==> src/rtl/hazard_stall_ctrl.sv <==
// hazard_stall_ctrl: pipeline stall/flush sequencer with memory-wait timeout trap and stall counter
module hazard_stall_ctrl #(
  parameter int TIMEOUT = 16,
  parameter int WAIT_W  = 8
) (
  input  logic        clk_HSC,
  input  logic        rst_HSC,
  input  logic [4:0]  Rs1_addr_ID,
  input  logic [4:0]  Rs2_addr_ID,
  input  logic        Rs1_used_ID,
  input  logic        Rs2_used_ID,
  input  logic [4:0]  Rd_addr_EX,
  input  logic        MemRead_EX,
  input  logic        Branch_taken_EX,
  input  logic        DMem_req_Mem,
  input  logic        DMem_ack,
  output logic        en_PC,
  output logic        en_IFID,
  output logic        en_IDEX,
  output logic        en_EXMem,
  output logic        en_MemWB,
  output logic        flush_IFID,
  output logic        flush_IDEX,
  output logic [1:0]  state_out,
  output logic        bus_err,
  output logic [31:0] stall_cnt
);
  typedef enum logic [1:0] {RUN = 2'd0, MEM_WAIT = 2'd1, ERR = 2'd2} state_t;
  state_t            state_q, state_d;
  logic [WAIT_W-1:0] wait_q, wait_d;
  logic              bus_err_q, bus_err_d;
  logic [31:0]       stall_q, stall_d;
  logic              freeze, load_use, go, lu_stall;
  // hazard detection and pipeline enable/flush generation; a branch outranks a load-use stall
  always_comb begin
    freeze     = (state_q == RUN && DMem_req_Mem && !DMem_ack) || (state_q == MEM_WAIT && !DMem_ack) || state_q == ERR;
    load_use   = MemRead_EX && Rd_addr_EX != 5'd0 &&
                 ((Rs1_used_ID && Rs1_addr_ID == Rd_addr_EX) || (Rs2_used_ID && Rs2_addr_ID == Rd_addr_EX));
    go         = !rst_HSC && !freeze;
    lu_stall   = load_use && !Branch_taken_EX;
    en_PC      = go && !lu_stall;
    en_IFID    = go && !lu_stall;
    en_IDEX    = go;
    en_EXMem   = go;
    en_MemWB   = go;
    flush_IFID = go && Branch_taken_EX;
    flush_IDEX = go && (Branch_taken_EX || load_use);
  end
  // memory-wait FSM, timeout trap and stall counting
  always_comb begin
    state_d   = state_q;
    wait_d    = wait_q;
    bus_err_d = bus_err_q;
    stall_d   = stall_q + {31'd0, !en_PC};
    if (state_q == RUN && DMem_req_Mem && !DMem_ack) begin
      state_d = MEM_WAIT;
      wait_d  = WAIT_W'(1);
    end else if (state_q == MEM_WAIT) begin
      if (DMem_ack) begin
        state_d = RUN;
        wait_d  = '0;
      end else if (wait_q == WAIT_W'(TIMEOUT - 1)) begin
        state_d   = ERR;
        bus_err_d = 1'b1;
      end else begin
        wait_d = wait_q + WAIT_W'(1);
      end
    end
  end
  // state registers with synchronous reset
  always_ff @(posedge clk_HSC) begin
    if (rst_HSC) begin
      state_q   <= RUN;
      wait_q    <= '0;
      bus_err_q <= 1'b0;
      stall_q   <= '0;
    end else begin
      state_q   <= state_d;
      wait_q    <= wait_d;
      bus_err_q <= bus_err_d;
      stall_q   <= stall_d;
    end
  end
  assign state_out = state_q;
  assign bus_err   = bus_err_q;
  assign stall_cnt = stall_q;
endmodule

==> config.mk <==
export PLATFORM = sky130hd
export DESIGN_NAME = hazard_stall_ctrl
export DESIGN_NICKNAME = d
export VERILOG_FILES = /design/src/rtl/hazard_stall_ctrl.sv
export SDC_FILE = /design/constraint.sdc
export NUM_CORES = 1
export LEC_CHECK = 0
export BUFFER_PORTS_ARGS = -buffer_cell sky130_fd_sc_hd__buf_2
export CORE_UTILIZATION = 46
export DETAILED_ROUTE_END_ITERATION = 6
export PLACE_DENSITY = 0.78
export SLEW_MARGIN = 40
export SYNTH_ARGS = -nofsm -noshare
export SYNTH_HDL_FRONTEND = slang
export SYNTH_SLANG_ARGS = --single-unit
==> constraint.sdc <==
create_clock -name clk_HSC -period 2.8 [get_ports clk_HSC]
set_input_delay 0.14 -clock clk_HSC [delete_from_list [all_inputs] [get_ports clk_HSC]]
set_output_delay 0.14 -clock clk_HSC [all_outputs]
set_load 0.03 [all_outputs]
==> After elaboration in Yosys (flattened, before gate mapping) <==
Index checks and enable logic that the tools add are counted.
{ "totals": {"in_bits": 23, "wordCells": 58, "out_inout_bits": 42, "register_bits": 43} }
{ "classes": {"mux": 8, "bitwise": 2, "n_eq_ne": 7, "add_sub_neg": 2, "reduce_logical": 33} }
{ "op_table": {"columns": ["cell", "n"], "rows": [
  ["$add A32 B1 Y32", 1],
  ["$mux W8", 2],
  ["$logic_and A1 B1 Y1", 12],
  ["$eq A5 B5 Y1", 2],
  ["$add A8 B1 Y8 const B", 1],
  ["$eq A8 B4 Y1 const B", 1],
  ["$reduce_and A2 Y1", 4],
  ["$logic_not A1 Y1", 6],
  ["$reduce_bool A5 Y1", 1],
  ["$logic_or A1 B1 Y1", 4],
  ["$mux W1", 4],
  ["$mux W2", 2],
  ["$reduce_and A4 Y1", 1],
  ["$reduce_bool A2 Y1", 2],
  ["$ne A3 B3 Y1 const B", 1],
  ["$reduce_bool A3 Y1", 1],
  ["$eq A2 B1 Y1 const B", 1],
  ["$eq A2 B2 Y1 const B", 1],
  ["$logic_not A2 Y1", 1],
  ["$ne A2 B2 Y1 const B", 1],
  ["$not A1 Y1", 2],
  ["$reduce_or A2 Y1", 1]
]} }

==> Logic depth before layout (Yosys ltp) <==
{ "logic_depth": {"depth_word": 10, "depth_mapped": 11, "ltp_nobuf": 10} }

==> Least setup slack after synthesis <==
Ideal clock, no wire load.
{ "synth_path": {"path_kind": "register to register", "from": "register state_q[0] (netlist: state_out[0])", "to": "register stall_q[22] (netlist: stall_cnt[22])", "setup_slack_ns": -0.768, "period_less_slack_ns": 3.568, "path_buffers": 2, "t_arrival_ns": 3.436, "setup_ns": 0.132, "stages_incl_launch_ff": 12, "required_ns": 2.668, "path_cell_list": "dfxtp_1 > clkbuf_1 > or2_2 > a221oi_1 > o31ai_1 > ha_1 > ha_1 > and4_1 > buf_2 > nand2_1 > or4_1 > a21oi_1"} }
{ "synth_via": {"elab_chain_cells": 10, "word_cells_on_any_way": 13, "classes_between": "add/sub: 1; eq/ne: 2; reduce/logical: 10"} }
{ "synth_lines": {"columns": ["item", "line", "text"], "rows": [
  ["start: declaration", "29", "state_t state_q, state_d;"],
  ["start signal: assignment", "78", "state_q <= state_d;"],
  ["$logic_not A2 Y1", "36", "freeze = (state_q == RUN && DMem_req_Mem && !DMem_ack) || (state_q == MEM_WAIT && !DMem_ack) || state_q == ERR ..."],
  ["$logic_and A1 B1 Y1 (2 in a row)", "36", null],
  ["$logic_or A1 B1 Y1", "36", null],
  ["$logic_or A1 B1 Y1 *", "36", null],
  ["$logic_not A1 Y1 *", "39", "go = !rst_HSC && !freeze;"],
  ["$logic_and A1 B1 Y1 *", "39", null],
  ["named net en_EXMem", "20", "output logic en_EXMem,"],
  ["$logic_and A1 B1 Y1 *", "41", "en_PC = go && !lu_stall;"],
  ["$logic_not A1 Y1 *", "54", "stall_d = stall_q + {31'd0, !en_PC};"],
  ["$add A32 B1 Y32 *", "54", null],
  ["end signal: assignment", "81", "stall_q <= stall_d;"],
  ["end: declaration", "32", "logic [31:0] stall_q, stall_d;"]
]} }
The timed path passes the listed nets; every way through them passes the cells marked *.
A chain may end at the register's enable or synchronous reset.

==> Final worst setup path <==
{ "layout_path": {"from": "register state_q[0] (netlist: state_out[0])", "to": "register stall_q[12] (netlist: stall_cnt[12])"} }
{ "layout_via": {"elab_chain_cells": 10, "word_cells_on_any_way": 13, "classes_between": "add/sub: 1; eq/ne: 2; reduce/logical: 10"} }
{ "layout_lines": {"columns": ["item", "line"], "rows": [
  ["$logic_not A2 Y1", "36"],
  ["$logic_and A1 B1 Y1 (2 in a row)", "36"],
  ["$logic_or A1 B1 Y1", "36"],
  ["$logic_or A1 B1 Y1 *", "36"],
  ["$logic_not A1 Y1 *", "39"],
  ["$logic_and A1 B1 Y1 *", "39"],
  ["$logic_and A1 B1 Y1 *", "41"],
  ["$logic_not A1 Y1 *", "54"],
  ["$add A32 B1 Y32 *", "54"]
]} }
Mark *: on every way between the ends. The rest lies on a longest branch, timed or not.

==> impl_results.md <==
* Primary FF master, synth: dfxtp_1
* Post-cts resize count at 0
* Clock Tree Root: clkbuf_8
* Post-detail-place hpwl at between 3 and 4 mm
* Sequential share of the synthesized area at around two fifths
* Multi-input gate area at about 0.0013 mm²
* Outcome: complete, no violations
* Area contributors post-synth: dfxtp_1 (39%), xor2_1 (8.3%), a21oi_1 (5.4%)
* Final Max Tran Viols at 0
* Worst Tran Pin Value at roughly 600 ps
* Number of fill cells at between 300 and 400
* Storage cell area at 862 µm²
* WL final at 4.78 mm
* Final Cell Area at between 0.002 and 0.003 mm²
* Startpoint types: register
* Most common cell in the netlist: dfxtp_1
* Final setup vio count at 0
* Most used cell, CP: ha_1
* Die Area at 0.00511 mm²
* Gr usage total at about a fifth
* Total CTS buffers at 5
* Vias per Instance at roughly 5.7
* Fin worst setup slack at 300 ps
* Crit path kind: register to register
* Fin cells at between 300 and 400
* Fmax at 400 MHz
* Period utilisation layout at between 80% and 90%
* Post-synthesis area per instance at roughly 8.5 µm²
* Post-synth cell types at 38
* Vias at 2,157
* Synth top cells by count: dfxtp_1 (43), a21oi_1 (24), nor2_1 (21), xor2_1 (21), nand2_1 (15)
* Core Rows at 24
* Worst Setup Slack post-DPL at -3.32 ps
* Hold WC Path Type: input pin to register
* Area post-placement at around 0.0026 mm²
* Number of hold buffers added after CTS at 0
* Max-slew headroom at 59.6%
* H-tree depth at 2
* PortBufs at 64
* Clk slew on worst S/H paths at ~80 ps
* Die width at around 70 µm
* Wirelength per Cell at 12.6 µm
* Final nets at 352
* DR pass1 iterations at 5
* Sum Neg Setup Slack at 0 ps
* Starting DRT DRC Count at about 140
* Layout Utilization at between 60% and 70%
* Pwr/cell area at 476 mW/mm²
* Crit-path max FO at 10
* Syn-to-layout area delta at 23.4%
* Yosys reg bits at 43
* Max Cap Violations at 0
* Worst Skew at between 10 and 15 ps
* Layout cells sized above 1 at 26.3%
* RSZ-0062 raised after global routing: false
* Placed cells at approximately 370
* Die height at 71.5 µm
* YS warnings at 0
* Post-route ant nets at 0
* Async S/R FF share, synth at 0%
* Worst path required time at 2970 ps
* Initial Util at 49.3%
* Largest net degree at the start of global routing at 39
* Clock Path Buffers at 2
* DRC errors left at 0
* Crit-path slowest cell: dfxtp_2
* Synth area leader: dfxtp_1
* Peak supply drop at 0.000198 V
* P_leak at ~1.1 nW
* # IOs at 65
* Share of the synthesized area in the top cell type at between 30% and 40%
* Mapped Area at 0.00222 mm²
* Net count after synthesis at 288
* Post-Syn Instances at approximately 260
* Fin crit period at roughly 2500 ps
* Sink Count at 43
* Antenna violations before repair at 0
* CTS tree: built
* Gpl congestion at ~0.82
* Final Hold Vio Count at 0
* Post-synth EDFFs at 0
* Vias in the first global route at roughly 1,800
* GRT Residual Overflow at 0
* Crit end category: register
* Core Area at 0.00450 mm²
* Largest stage delay on the critical path at 360 ps
* Antenna fix cells at 0
* Total setup buffers inserted after CTS at 0
* Cell Chain, Critical Path: or2_2 > a221oi_4 > o31ai_1 > ha_1 > ha_1 > and4_1 > buf_4 > nand4_1 > xor2_1 > nor2_1
* WP data arrival at ~2700 ps
* First-pass GRT wire length at 7.82 mm
* Latest clock arrival within the worst-skew pair at 290 ps
==> layout by cell type, fill, tap and decap left out, types with 5 or more instances in the layout <==
cell	netlist	routed
a21oi_1	24	24
and4_1	5	5
buf_2	2	64
buf_4	4	7
clkbuf_8	0	5
dfxtp_1	43	42
inv_1	7	7
nand2_1	15	14
nand3_1	12	12
nand4_1	13	13
nor2_1	21	21
o21ai_0	8	8
o31ai_1	14	14
or3_1	7	7
or4_1	14	14
xor2_1	21	21
==> critical path, delay by kind of cell, from the launching register on <==
kind	cells	cell delay [ps]
compound gates	2	490
flops	1	360
fa+ha+maj	2	460
buf+inv	1	170
xor+xnor	1	180
simple gates	4	730
==> layer usage <==
metal	up-vias	GRT usage (%)	share of wire, %
met3	6	4.22	4.0
met5	-	0	0
met4	0	6.97	1.4
li1	1108	-	-
met2	62	31.6	46
met1	981	24.9	48
==> sequential cells by signal, indices dropped and copies added, names as in the netlist <==
signal     cells
bus_err        1
stall_cnt     32
state_out      2
wait_q         8
==> cell type report <==
| class | instances | area share (%) |
|---|---|---|
| Clock buffer | 6 | 2.65 |
| Clock inverter | 2 | 2.19 |
| Inverter | 7 | 0.959 |
| Multi-Input combinational cell | 198 | 46.8 |
| Sequential cell | 43 | 31.5 |
| Tap cell | 52 | 2.37 |
| Timing Repair Buffer | 71 | 13.6 |
==> kinds of logic after synthesis <==
group                      after synthesis  share of synthesized area [%]
AOI/OAI and AO/OA                       58                           16.6
xor gates and xnor gates                25                           9.86
adders and majority gates                3                           1.69
buffers and inverters                   21                           4.40
DFF                                     43                           38.8
and+or+nand+nor                        112                           28.6
==> worst paths after layout <==
check,from,slack [ps],endpoint,depth (start not counted)
setup / recovery,state_out[0],300,stall_cnt[12],10
hold / removal,DMem_req_Mem,250,state_out[0],5
setup reg to reg,state_out[0],300,stall_cnt[12],10
hold reg to reg,stall_cnt[24],500,stall_cnt[24],2
==> where the power goes <==
group | internal (mW) | total [mW] | switching, mW
Combinational | 0.0444 | 0.115 | 0.0706
Clock | 0.357 | 0.563 | 0.206
Sequential | 0.618 | 0.626 | 0.00780
==> stage by stage <==
stage / hold slack [ps] / total power, mW
after detailed placement: 484 / 0.756
after global routing: 314 / 1.35
after global placement: 453 / 0.754
final: 247 / 1.30
after CTS: 242 / 1.31
after floorplan: 329 / 0.719
Power figures use the tool's default switching activity.
